### src/rtl/cpu_pipe_pkg.sv
// Shared constants and helpers for the elastic pipeline register chain.
package cpu_pipe_pkg;

    localparam int DEFAULT_WIDTH = 32;
    localparam int DEFAULT_DEPTH = 4;

    function automatic int clog2(input int n);
        int r;
        r = 0;
        while ((1 << r) < n) begin
            r++;
        end
        return r;
    endfunction

    // Occupancy counts up to DEPTH stage beats plus one optional skid beat.
    function automatic int occ_width(input int depth);
        return clog2(depth + 2);
    endfunction

endpackage

### src/rtl/cpu_pipe_slot.sv
// One pipeline stage: valid/data flops with load, hold and squash.
module cpu_pipe_slot #(
    parameter int WIDTH = 32
) (
    input  logic             clk,
    input  logic             rst,
    input  logic             load,
    input  logic             flush,
    input  logic             in_valid,
    input  logic [WIDTH-1:0] in_data,
    output logic             valid,
    output logic [WIDTH-1:0] data
);

    always_ff @(posedge clk or negedge rst) begin
        if (!rst) begin
            valid <= 1'b0;
            data  <= '0;
        end else if (load) begin
            // Own content has moved downstream, so its flush no longer matters here.
            valid <= in_valid;
            if (in_valid) begin
                data <= in_data;
            end
        end else begin
            valid <= valid & ~flush;
        end
    end

endmodule

### src/rtl/cpu_pipe_elastic.sv
// DEPTH-stage elastic pipeline with bubble collapsing, per-stage flush and occupancy.
// Optional one-entry input skid register enabled by CPU_PIPE_SKID_EN.
module cpu_pipe_elastic
    import cpu_pipe_pkg::*;
#(
    parameter int WIDTH = DEFAULT_WIDTH,
    parameter int DEPTH = DEFAULT_DEPTH,
    localparam int CW = occ_width(DEPTH)
) (
    input  logic             clk,
    input  logic             rst,
    input  logic             in_valid,
    output logic             in_ready,
    input  logic [WIDTH-1:0] in_data,
    output logic             out_valid,
    input  logic             out_ready,
    output logic [WIDTH-1:0] out_data,
    input  logic [DEPTH-1:0] flush_mask,
    output logic [CW-1:0]    occupancy
);

    logic [DEPTH-1:0] v;
    logic [DEPTH-1:0] ev;
    logic [DEPTH-1:0] rdy;
    logic [WIDTH-1:0] d [DEPTH];

    logic             in_fire;
    logic             out_fire;
    logic             front_valid;
    logic [WIDTH-1:0] front_data;

    // A stage can accept when any stage at or beyond it is empty, or the sink drains.
    for (genvar i = 0; i < DEPTH; i++) begin : g_rdy
        assign rdy[i] = out_ready | ~(&v[DEPTH-1:i]);
    end

    assign ev        = v & ~flush_mask;
    assign out_valid = v[DEPTH-1];
    assign out_data  = d[DEPTH-1];
    assign in_fire   = in_valid & in_ready;
    assign out_fire  = out_valid & out_ready;

`ifdef CPU_PIPE_SKID_EN
    logic             skid_valid;
    logic             skid_valid_nxt;
    logic [WIDTH-1:0] skid_data;
    logic             in_ready_q;

    assign in_ready       = in_ready_q;
    assign front_valid    = skid_valid | in_fire;
    assign front_data     = skid_valid ? skid_data : in_data;
    assign skid_valid_nxt = skid_valid ? ~rdy[0] : (in_fire & ~rdy[0]);

    always_ff @(posedge clk or negedge rst) begin
        if (!rst) begin
            skid_valid <= 1'b0;
            skid_data  <= '0;
            in_ready_q <= 1'b0;
        end else begin
            skid_valid <= skid_valid_nxt;
            in_ready_q <= ~skid_valid_nxt;
            if (in_fire && !rdy[0]) begin
                skid_data <= in_data;
            end
        end
    end
`else
    assign in_ready    = rdy[0];
    assign front_valid = in_fire;
    assign front_data  = in_data;
`endif

    for (genvar i = 0; i < DEPTH; i++) begin : g_stage
        logic             src_valid;
        logic [WIDTH-1:0] src_data;

        if (i == 0) begin : g_head
            assign src_valid = front_valid;
            assign src_data  = front_data;
        end else begin : g_body
            assign src_valid = ev[i-1];
            assign src_data  = d[i-1];
        end

        cpu_pipe_slot #(
            .WIDTH (WIDTH)
        ) u_slot (
            .clk      (clk),
            .rst      (rst),
            .load     (rdy[i]),
            .flush    (flush_mask[i]),
            .in_valid (src_valid),
            .in_data  (src_data),
            .valid    (v[i]),
            .data     (d[i])
        );
    end

    logic [DEPTH-1:0] not_consumed;
    logic [DEPTH-1:0] killed;
    logic [CW-1:0]    occ_nxt;

    // A beat leaving on out_fire is counted as consumed even if flushed this cycle.
    always_comb begin
        not_consumed            = '1;
        not_consumed[DEPTH-1]   = ~out_fire;
        killed                  = v & flush_mask & not_consumed;
        occ_nxt                 = occupancy + CW'(in_fire) - CW'(out_fire)
                                  - CW'($countones(killed));
    end

    always_ff @(posedge clk or negedge rst) begin
        if (!rst) begin
            occupancy <= '0;
        end else begin
            occupancy <= occ_nxt;
        end
    end

endmodule

### config.mk
export PLATFORM = sky130hd
export DESIGN_NAME = cpu_pipe_elastic
export DESIGN_NICKNAME = d
export VERILOG_FILES = /design/src/rtl/cpu_pipe_pkg.sv /design/src/rtl/cpu_pipe_slot.sv /design/src/rtl/cpu_pipe_elastic.sv
export SDC_FILE = /design/constraint.sdc
export NUM_CORES = 1
export LEC_CHECK = 0
export BUFFER_PORTS_ARGS = -buffer_cell sky130_fd_sc_hd__buf_2
export CELL_PAD_IN_SITES_DETAIL_PLACEMENT = 0
export CELL_PAD_IN_SITES_GLOBAL_PLACEMENT = 2
export CORE_MARGIN = 4
export CORE_UTILIZATION = 41
export DETAILED_ROUTE_END_ITERATION = 10
export PLACE_DENSITY_LB_ADDON = 0.2
export SETUP_SLACK_MARGIN = 0.02
export SYNTH_ARGS = -nofsm -noshare
export SYNTH_HDL_FRONTEND = slang
export SYNTH_SLANG_ARGS = --single-unit
### constraint.sdc
create_clock -name clk -period 3.5 [get_ports clk]
set_clock_uncertainty 0.2 [all_clocks]
set_input_delay 0 -clock clk [delete_from_list [all_inputs] [get_ports clk]]
set_output_delay 0 -clock clk [all_outputs]
set_load 0.03 [all_outputs]
# --- After elaboration in Yosys (flattened, before gate mapping) ---
# Cells that the tools add are included.
totals:
  reg_bits: 135
  in_bits: 40
  output_inout_bits: 37
classes:
  add_sub_neg: 6
  mux: 4
  bitwise_logic: 23
  n_reduce_logical: 7
op_table:
  columns: ["op", "n"]
  rows:
  - ["2-bit AND reduction", 5]
  - ["1-bit NOT", 9]
  - ["4-bit bitwise AND", 2]
  - ["1-bit bitwise AND", 6]
  - ["1-bit by 1-bit adder with 2-bit output", 2]
  - ["1-bit 2-to-1 mux", 4]
  - ["1-bit OR", 4]
  - ["4-bit AND reduction", 1]
  - ["2-bit by 2-bit adder with 3-bit output", 1]
  - ["3-bit by 1-bit adder with 3-bit output", 1]
  - ["3-bit bitwise AND", 1]
  - ["3-bit NOT", 1]
  - ["3-bit AND reduction", 1]
  - ["3-bit by 1-bit subtractor with 3-bit output", 1]
  - ["3-bit subtractor", 1]

# --- Logic depth before layout (Yosys ltp) ---
# Gate-level depths: netlist (run 1).
depth:
  ltp_word: 7
  mapped_depth: 9

# --- Modules after synthesis ---
# Synthesis (run 1) repeated with hierarchy kept, for this count alone.
unflattened:
  cells_unflattened: 318
  hier_area_um2: 5721.7
by_module_without_submodules:
  columns: ["mod", "n_inst", "cells_each", "area_per_inst_um2"]
  rows:
  - ["cpu_pipe_slot", 4, 71, 1346.3]
  - ["cpu_pipe_elastic", 1, 34, 336.6]

# --- Worst setup path after synthesis (run 1) ---
# Ideal clock, no wire load.
synth_timing:
  path_type: "register to register"
  start: "register g_stage[3].u_slot.valid"
  end: "register occupancy[2]"
  setup_time_ps: 125
  arrival_ps: 2577
  t_required_ps: 3175
  setup_slack_ps: 598
  stages_incl_launch_ff: 10
  n_path_buf: 0
  synth_period_minus_slack_ps: 2902
  path_cell_list: "dfrtp_1 > nand2_1 > fa_1 > inv_1 > fa_1 > fa_1 > inv_1 > ha_1 > xor2_1 > xnor2_1"
synth_via:
  elab_chain_cells: 7
  elab_cells_between_ends: 13
  cone_classes: "add/sub: 5; bitwise: 7; reduce/logical: 1"
synth_lines:
  columns: ["element", "line", "rtl"]
  rows:
  - ["from (decl)", "cpu_pipe_slot.sv:11", "output logic valid,"]
  - ["from (signal assigned)", "cpu_pipe_slot.sv:21", "valid <= in_valid;"]
  - ["from (signal assigned)", "cpu_pipe_slot.sv:26", "valid <= valid & ~flush;"]
  - ["4-bit AND reduction", "cpu_pipe_elastic.sv:34", "assign rdy[i] = out_ready | ~(&v[DEPTH-1:i]);"]
  - ["1-bit NOT", "cpu_pipe_elastic.sv:34", null]
  - ["1-bit OR", "cpu_pipe_elastic.sv:34", null]
  - ["1-bit bitwise AND", "cpu_pipe_elastic.sv:40", "assign in_fire = in_valid & in_ready;"]
  - ["3-bit by 1-bit adder with 3-bit output", "cpu_pipe_elastic.sv:108", "occ_nxt = occupancy + CW'(in_fire) - CW'(out_fire)"]
  - ["3-bit by 1-bit subtractor with 3-bit output", "cpu_pipe_elastic.sv:108", null]
  - ["3-bit subtractor *", "cpu_pipe_elastic.sv:109", "- CW'($countones(killed));"]
  - ["named net occ_nxt[2]", "cpu_pipe_elastic.sv:101", "logic [CW-1:0] occ_nxt;"]
  - ["to (signal assigned)", "cpu_pipe_elastic.sv:116", "occupancy <= occ_nxt;"]
  - ["to (decl)", "cpu_pipe_elastic.sv:19", "output logic [CW-1:0] occupancy"]
# The timed path passes the listed nets; every way through them passes the cells marked *.
# A chain may end at the register's enable or synchronous reset.

# --- Final worst setup path (run 1) ---
# Ends and elaborated chain as after synthesis.

==> flow_summary.ini, run 1 <==
[setup_path]
critPathArrivalTime_ns = 2.86
r2r_end = occupancy[2]$_DFF_PN0_
crit_path_start_kind = register
r2r_start = g_stage[3].u_slot.valid$_DFF_PN0_
cp-end-kind = register
rrSetupSlack_ns = 0.73
crit_type = register to register
critPathCapture = occupancy[2]$_DFF_PN0_
rr_worst_depth = 9
cp.required_ns = 3.59
worstSetupStartpoint = g_stage[3].u_slot.valid$_DFF_PN0_
crit_path_max_fanout = 5

[timing]
setup_tns_ns = 0
worstMarginPinSlew_ns = 1.12
rsz0062_at_grt = false
period_needed_ns = 2.77
slew_headroom_pct = 25.0
slew_violations = 0
setup_violations = 0
fin_hold_ws_ns = -0.0109
fmax_mhz = 361
period_share_pct = 79.2
hold_viol = 4

[global_route]
grt_start_max_net_pins = 81
grt_first_pass_wirelength_um = 16200
grt_pass1_vias = 3103
antenna_found_initial = 0
grt-ovfl-total = 0
grt_util_all_layers_pct = 14.5

[route]
drtIter0Drc = 127
vias = 2959
route.detailed.drc = 0
first_pass_iters = 4
totalWireLength_um = 9670
viasPerCell = 4.63
wire_per_inst_um = 15.1
ant_nets = 0

[place]
place_hpwl_um = 5770
gp_routability_congestion = 0.688
placed_area_um2 = 5870
port-buffer-count = 76
dp.cells = 555

[clocking]
clk_latency_ns = 0.41
cts_tree = built
cts_buffers = 17
cts-root-buf = clkbuf_16
clk_pin_slew_ns = 0.05
cts.repair.resized = 0
ctsHtreeMaxLevel = 4
clkSinkCount = 135
cts_buffer_depth = 2
cts_setup_buffers = 0

[die]
io_pins = 77
die_y_um = 122
coreArea_um2 = 12700
num_rows = 41
die_x_um = 122
die-area_um2 = 14900
initial_core_util_pct = 42.0

[logic_synthesis]
yosys.cell_types.count = 22
synth_area_um2 = 5320
yosys_warnings = 0
ys_seq_area_share_pct = 63.5
syn_inst = 313
synth_fp_nets = 360
avgSynthCellArea_um2 = 17.0
ys_ff_latch = 135
yosys-top-cells-area = dfrtp_1 64%, mux2_2 21%, mux2_4 8.2%
synth_top_area_cell = dfrtp_1
synth.top_cell.area_share_pct = 63.5

[worst_hold_path]
hold_class = input pin to async pin

[layout]
num-nets-final = 501
fin_area_um2 = 6950
regArea_um2 = 3380
antenna_cells = 0
layout-drive-gt1-share_pct = 51.8
synthToLayoutAreaGrowth_pct = 30.8
final_cell_mix = 135 x dfrtp_1, 99 x mux2_2, 75 x buf_2, 52 x dlygate4sd3_1, 29 x mux2_4
final-instance-count-excl-fill = 639
multi_input_area_um2 = 1810
layout_commonest_cell = dfrtp_1
fill_cells = 1096

[power]
finalPower_uw = 5140
vdd_drop_max_uv = 531
powerDensity_nw_per_um2 = 740
leakagePower_uw = 0.00330

[status]
status = finished, violations left
violations = negative hold slack

[job]
cap_violations = 0
==> cell usage after synthesis <==
| master | count |
|---|---|
| xnor2_1 | 2 |
| buf_8 | 1 |
| buf_2 | 9 |
| mux2_2 | 99 |
| inv_1 | 8 |
| buf_6 | 1 |
| ha_1 | 4 |
| and2_1 | 2 |
| and3b_1 | 1 |
| nand3b_1 | 3 |
| nand3_1 | 1 |
| nand2_1 | 4 |
| nor2_1 | 1 |
| xor2_1 | 1 |
| dfrtp_1 | 135 |
| a211o_1 | 1 |
| mux2_4 | 29 |
| buf_12 | 2 |
| o21ai_0 | 4 |
| fa_1 | 3 |
| o21ai_2 | 1 |
| nand2b_1 | 1 |
==> how the worst min path moves through the flow <==
stage	startpoint	endpoint	slack, ns	cells after the start
floorplan	rst	g_stage[0].u_slot.data[0]$_DFFE_PN0P_	-0.50	0
global placement	rst	g_stage[1].u_slot.data[15]$_DFFE_PN0P_	-0.1	1
detailed placement	rst	g_stage[3].u_slot.data[30]$_DFFE_PN0P_	-0.1	1
CTS	rst	g_stage[0].u_slot.data[15]$_DFFE_PN0P_	0.05	2
global route	rst	g_stage[3].u_slot.data[30]$_DFFE_PN0P_	0.08	2
finish	rst	g_stage[3].u_slot.data[30]$_DFFE_PN0P_	-0.01	2
==> through the flow <==
step | utilization, % | worst slack (ns)
detailed placement | 46.3 | 0.729
finish | 54.9 | 0.728
CTS | 54.9 | 0.712
global route | 54.9 | 0.590
global placement | 46.3 | 0.788
floorplan | - | 0.598
==> what timing repair did <==
item / CTS / global route
endpoints found under the hold margin: 115 / 0
setup endpoints to repair: 0 / 0
hold buffers: 52 / 0
==> area by class of cell <==
type                       count  share of cell area (%)
clock inverter                 8                    1.03
clock buffer                  24                    7.07
sequential                   135                    48.6
inverter                       8                   0.432
multi-input combinational    157                    26.0
tap                          172                    3.10
timing repair buffer         135                    13.8
==> worst max-delay path, stage by stage (launching register included) <==
cell	delay (ns)
dfrtp_1	0.40
nand2_1	0.10
fa_1	0.50
inv_1	0.05
fa_1	0.38
fa_1	0.51
inv_1	0.04
ha_1	0.19
xor2_1	0.15
xnor2_1	0.13
==> power by group <==
| part | switching, uW | internal (uW) |
|---|---|---|
| combinational | 682 | 582 |
| sequential | 210 | 1990 |
| clock | 631 | 1050 |
==> registers in the layout (all words and copies together), names as in the netlist <==
signal                flops
g_stage.u_slot.valid      4
occupancy                 3
g_stage.u_slot.data     128
==> per-layer routing <==
metal / track usage, % / wire length [um] / vias up
met1: 19.7 / 4610 / 1507
li1: - / - / 1387
met5: 0 / 0 / -
met3: 5.62 / 444 / 7
met2: 21.8 / 4520 / 58
met4: 4.27 / 100 / 0
==> cells by family after synthesis <==
kind of cell    count (synthesis)  synth area share (%)
flops                         135                  63.5
mux                           128                  29.2
buf+inv                        21                  2.66
simple gates                   13                  1.39
fa+ha+maj                       7                  2.07
compound gates                  6                 0.706
xor+xnor                        3                 0.494
Note: power is estimated with default switching activity, not from simulation.
==> inputs of run 2 (changes only) <==
--- a/config.mk
+++ b/config.mk
@@ -9,7 +9,7 @@
 export CELL_PAD_IN_SITES_DETAIL_PLACEMENT = 0
 export CELL_PAD_IN_SITES_GLOBAL_PLACEMENT = 2
 export CORE_MARGIN = 4
-export CORE_UTILIZATION = 41
+export CORE_UTILIZATION = 37
 export DETAILED_ROUTE_END_ITERATION = 10
 export PLACE_DENSITY_LB_ADDON = 0.2
 export SETUP_SLACK_MARGIN = 0.02
==> constraint.sdc (replaced) <==
create_clock -name clk -period 2.4 [get_ports clk]
set_clock_uncertainty 0.2 [all_clocks]
set_input_delay 0 -clock clk [delete_from_list [all_inputs] [get_ports clk]]
set_output_delay 0 -clock clk [all_outputs]
set_load 0.03 [all_outputs]
==> run 2 against run 1 <==
The flow finishes with violations (negative setup slack). Worst hold slack better by 0.056 ns. Final area down 0.40%. Flip-flop and latch count unchanged. Count of clock-buffer cells in the layout up 1. Core utilization down 5.4 points. Non-clock buffer count down 6. Worst setup slack worse by 0.92 ns. First-iteration DRC count down 20%. Sequential share of layout area up 0.23 points. Combinational power up 49%. Critical path depth down 1. Critical path type unchanged. Largest power group unchanged.
==> flow_summary.ini, run 2 (synthesis gave the netlist of run 1 again) <==
[die]
io_pins = 77
initial_core_util_pct = 38.0
die-area_um2 = 16400
num_rows = 43
die_y_um = 128
die_x_um = 128
coreArea_um2 = 14000

[layout]
largest_reg_flops = 128
layout-drive-gt1-share_pct = 53.5
fin_area_um2 = 6930
layout_commonest_cell = dfrtp_1
synthToLayoutAreaGrowth_pct = 30.2
final_cell_mix = 133 x dfrtp_1, 99 x mux2_2, 75 x buf_2, 43 x dlygate4sd3_1, 29 x mux2_4
antenna_cells = 0
max_flop_register = g_stage.u_slot.data
top_regs = g_stage.u_slot.data x128, g_stage.u_slot.valid x4, occupancy x3
num-nets-final = 495

[timing]
setup_tns_ns = -0.190
slew_headroom_pct = 66.0
rsz0062_at_grt = true
fmax_mhz = 386
setup_violations = 1
fin_ws_ns = -0.190
period_share_pct = 108
worstMarginPinSlew_ns = 0.509
fin_hold_ws_ns = 0.0449
hold_viol = 0
slew_violations = 0
period_needed_ns = 2.59

[job]
cap_violations = 0

[place]
placed_area_um2 = 5960
gp_routability_congestion = 0.741
place_ws_ns = -0.218
place_hpwl_um = 5900
port-buffer-count = 76

[setup_path]
r2r_end = occupancy[2]$_DFF_PN0_
cp-end-kind = register
crit_path_max_fanout = 2
crit_type = register to register
critPathArrivalTime_ns = 2.69
cp_num_buf_inv = 2
path_delay_family = adder cells
cpMostUsedCell = fa_1
cp_slowest_cell = fa_1
rr_worst_depth = 8
cp.required_ns = 2.50
cp_cell_sequence = fa_1 -> inv_1 -> fa_2 -> fa_1 -> inv_2 -> ha_4 -> xor2_1 -> xnor2_1
r2r_start = occupancy[0]$_DFF_PN0_
rrSetupSlack_ns = -0.19
crit_path_start_kind = register
cpPeakStageDelay_ns = 0.53

[clocking]
cts_buffer_depth = 2
clk_latency_ns = 0.41
cts_setup_buffers = 0
clkSinkCount = 135
clk_pin_slew_ns = 0.05
cts-root-buf = clkbuf_16
cts_buffers = 17
cts_tree = built
ctsHtreeMaxLevel = 4

[route]
totalWireLength_um = 9770
route.detailed.drc = 0
viasPerCell = 4.62
wire_per_inst_um = 15.3
drtIter0Drc = 101
first_pass_iters = 4
ant_nets = 0
vias = 2945

[global_route]
grt_pass1_vias = 3172
grt_first_pass_wirelength_um = 16500
grt-ovfl-total = 0
grt_util_all_layers_pct = 13.4
antenna_found_initial = 0
grt_start_max_net_pins = 58

[status]
violations = negative setup slack
status = finished, violations left

[power]
vdd_drop_max_uv = 627
powerDensity_nw_per_um2 = 1070
leakagePower_uw = 0.00327

[worst_hold_path]
hold_class = input pin to register
whs_path_depth = 5
min_to = occupancy[0]$_DFF_PN0_
hold_start = out_ready
==> run 2: how the worst max path moves through the flow <==
stage                                       from                endpoint  slack [ns]  depth (start not counted)
4_1_cts                   occupancy[0]$_DFF_PN0_  occupancy[2]$_DFF_PN0_       -0.19                          8
6_report                  occupancy[0]$_DFF_PN0_  occupancy[2]$_DFF_PN0_       -0.19                          8
3_3_place_gp              occupancy[0]$_DFF_PN0_  occupancy[2]$_DFF_PN0_       -0.19                          8
3_5_place_dp              occupancy[0]$_DFF_PN0_  occupancy[2]$_DFF_PN0_       -0.22                          8
2_1_floorplan  g_stage[3].u_slot.valid$_DFF_PN0_  occupancy[2]$_DFF_PN0_       -0.27                          9
5_1_grt                   occupancy[0]$_DFF_PN0_  occupancy[2]$_DFF_PN0_       -0.27                          8
==> run 2: metrics by stage <==
stage	total power [uW]	utilization, %	cells
final	7420	49.5	638
after global routing	7860	49.5	638
after CTS	7520	49.4	638
after detailed placement	5090	42.6	566
after global placement	5030	42.6	566
after floorplan	4500	-	313
==> run 2: power breakdown <==
group          internal [uW]  switching, uW  total, uW  leakage, uW
sequential              2900            306       3210      0.00161
combinational            858           1020       1880      0.00140
clock                   1460            873       2330     0.000253
==> run 2: repair_timing <==
action                                 CTS  global route
gates resized for setup                  0             2
setup endpoints to repair                2             2
hold buffers                            43             0
pin swaps                                1             0
cloned                                   0             0
endpoints found under the hold margin  173             0
==> run 2: layout make-up <==
cell class | count | area, um2
clock inverters | 4 | 47.5
multi-input cells | 157 | 1820
inverters | 8 | 30.0
well taps | 180 | 225
flip-flops and latches | 135 | 3380
repair buffers | 129 | 942
clock buffers | 25 | 475
fillers | 1242 | 7060
==> run 2: tightest hold or removal path, cell delays in order <==
cell	delay, ns
buf_2	0.11
nand3b_1	0.22
o21ai_4	0.10
inv_1	0.06
ha_1	0.13
==> run 2: metal layers <==
layer	global-route usage (%)	share of wire [%]	wire [um]
met5	0	0	0
met4	5.99	1.1	110
met3	4.92	5.0	492
met2	20.4	50	4840
met1	17.2	44	4330
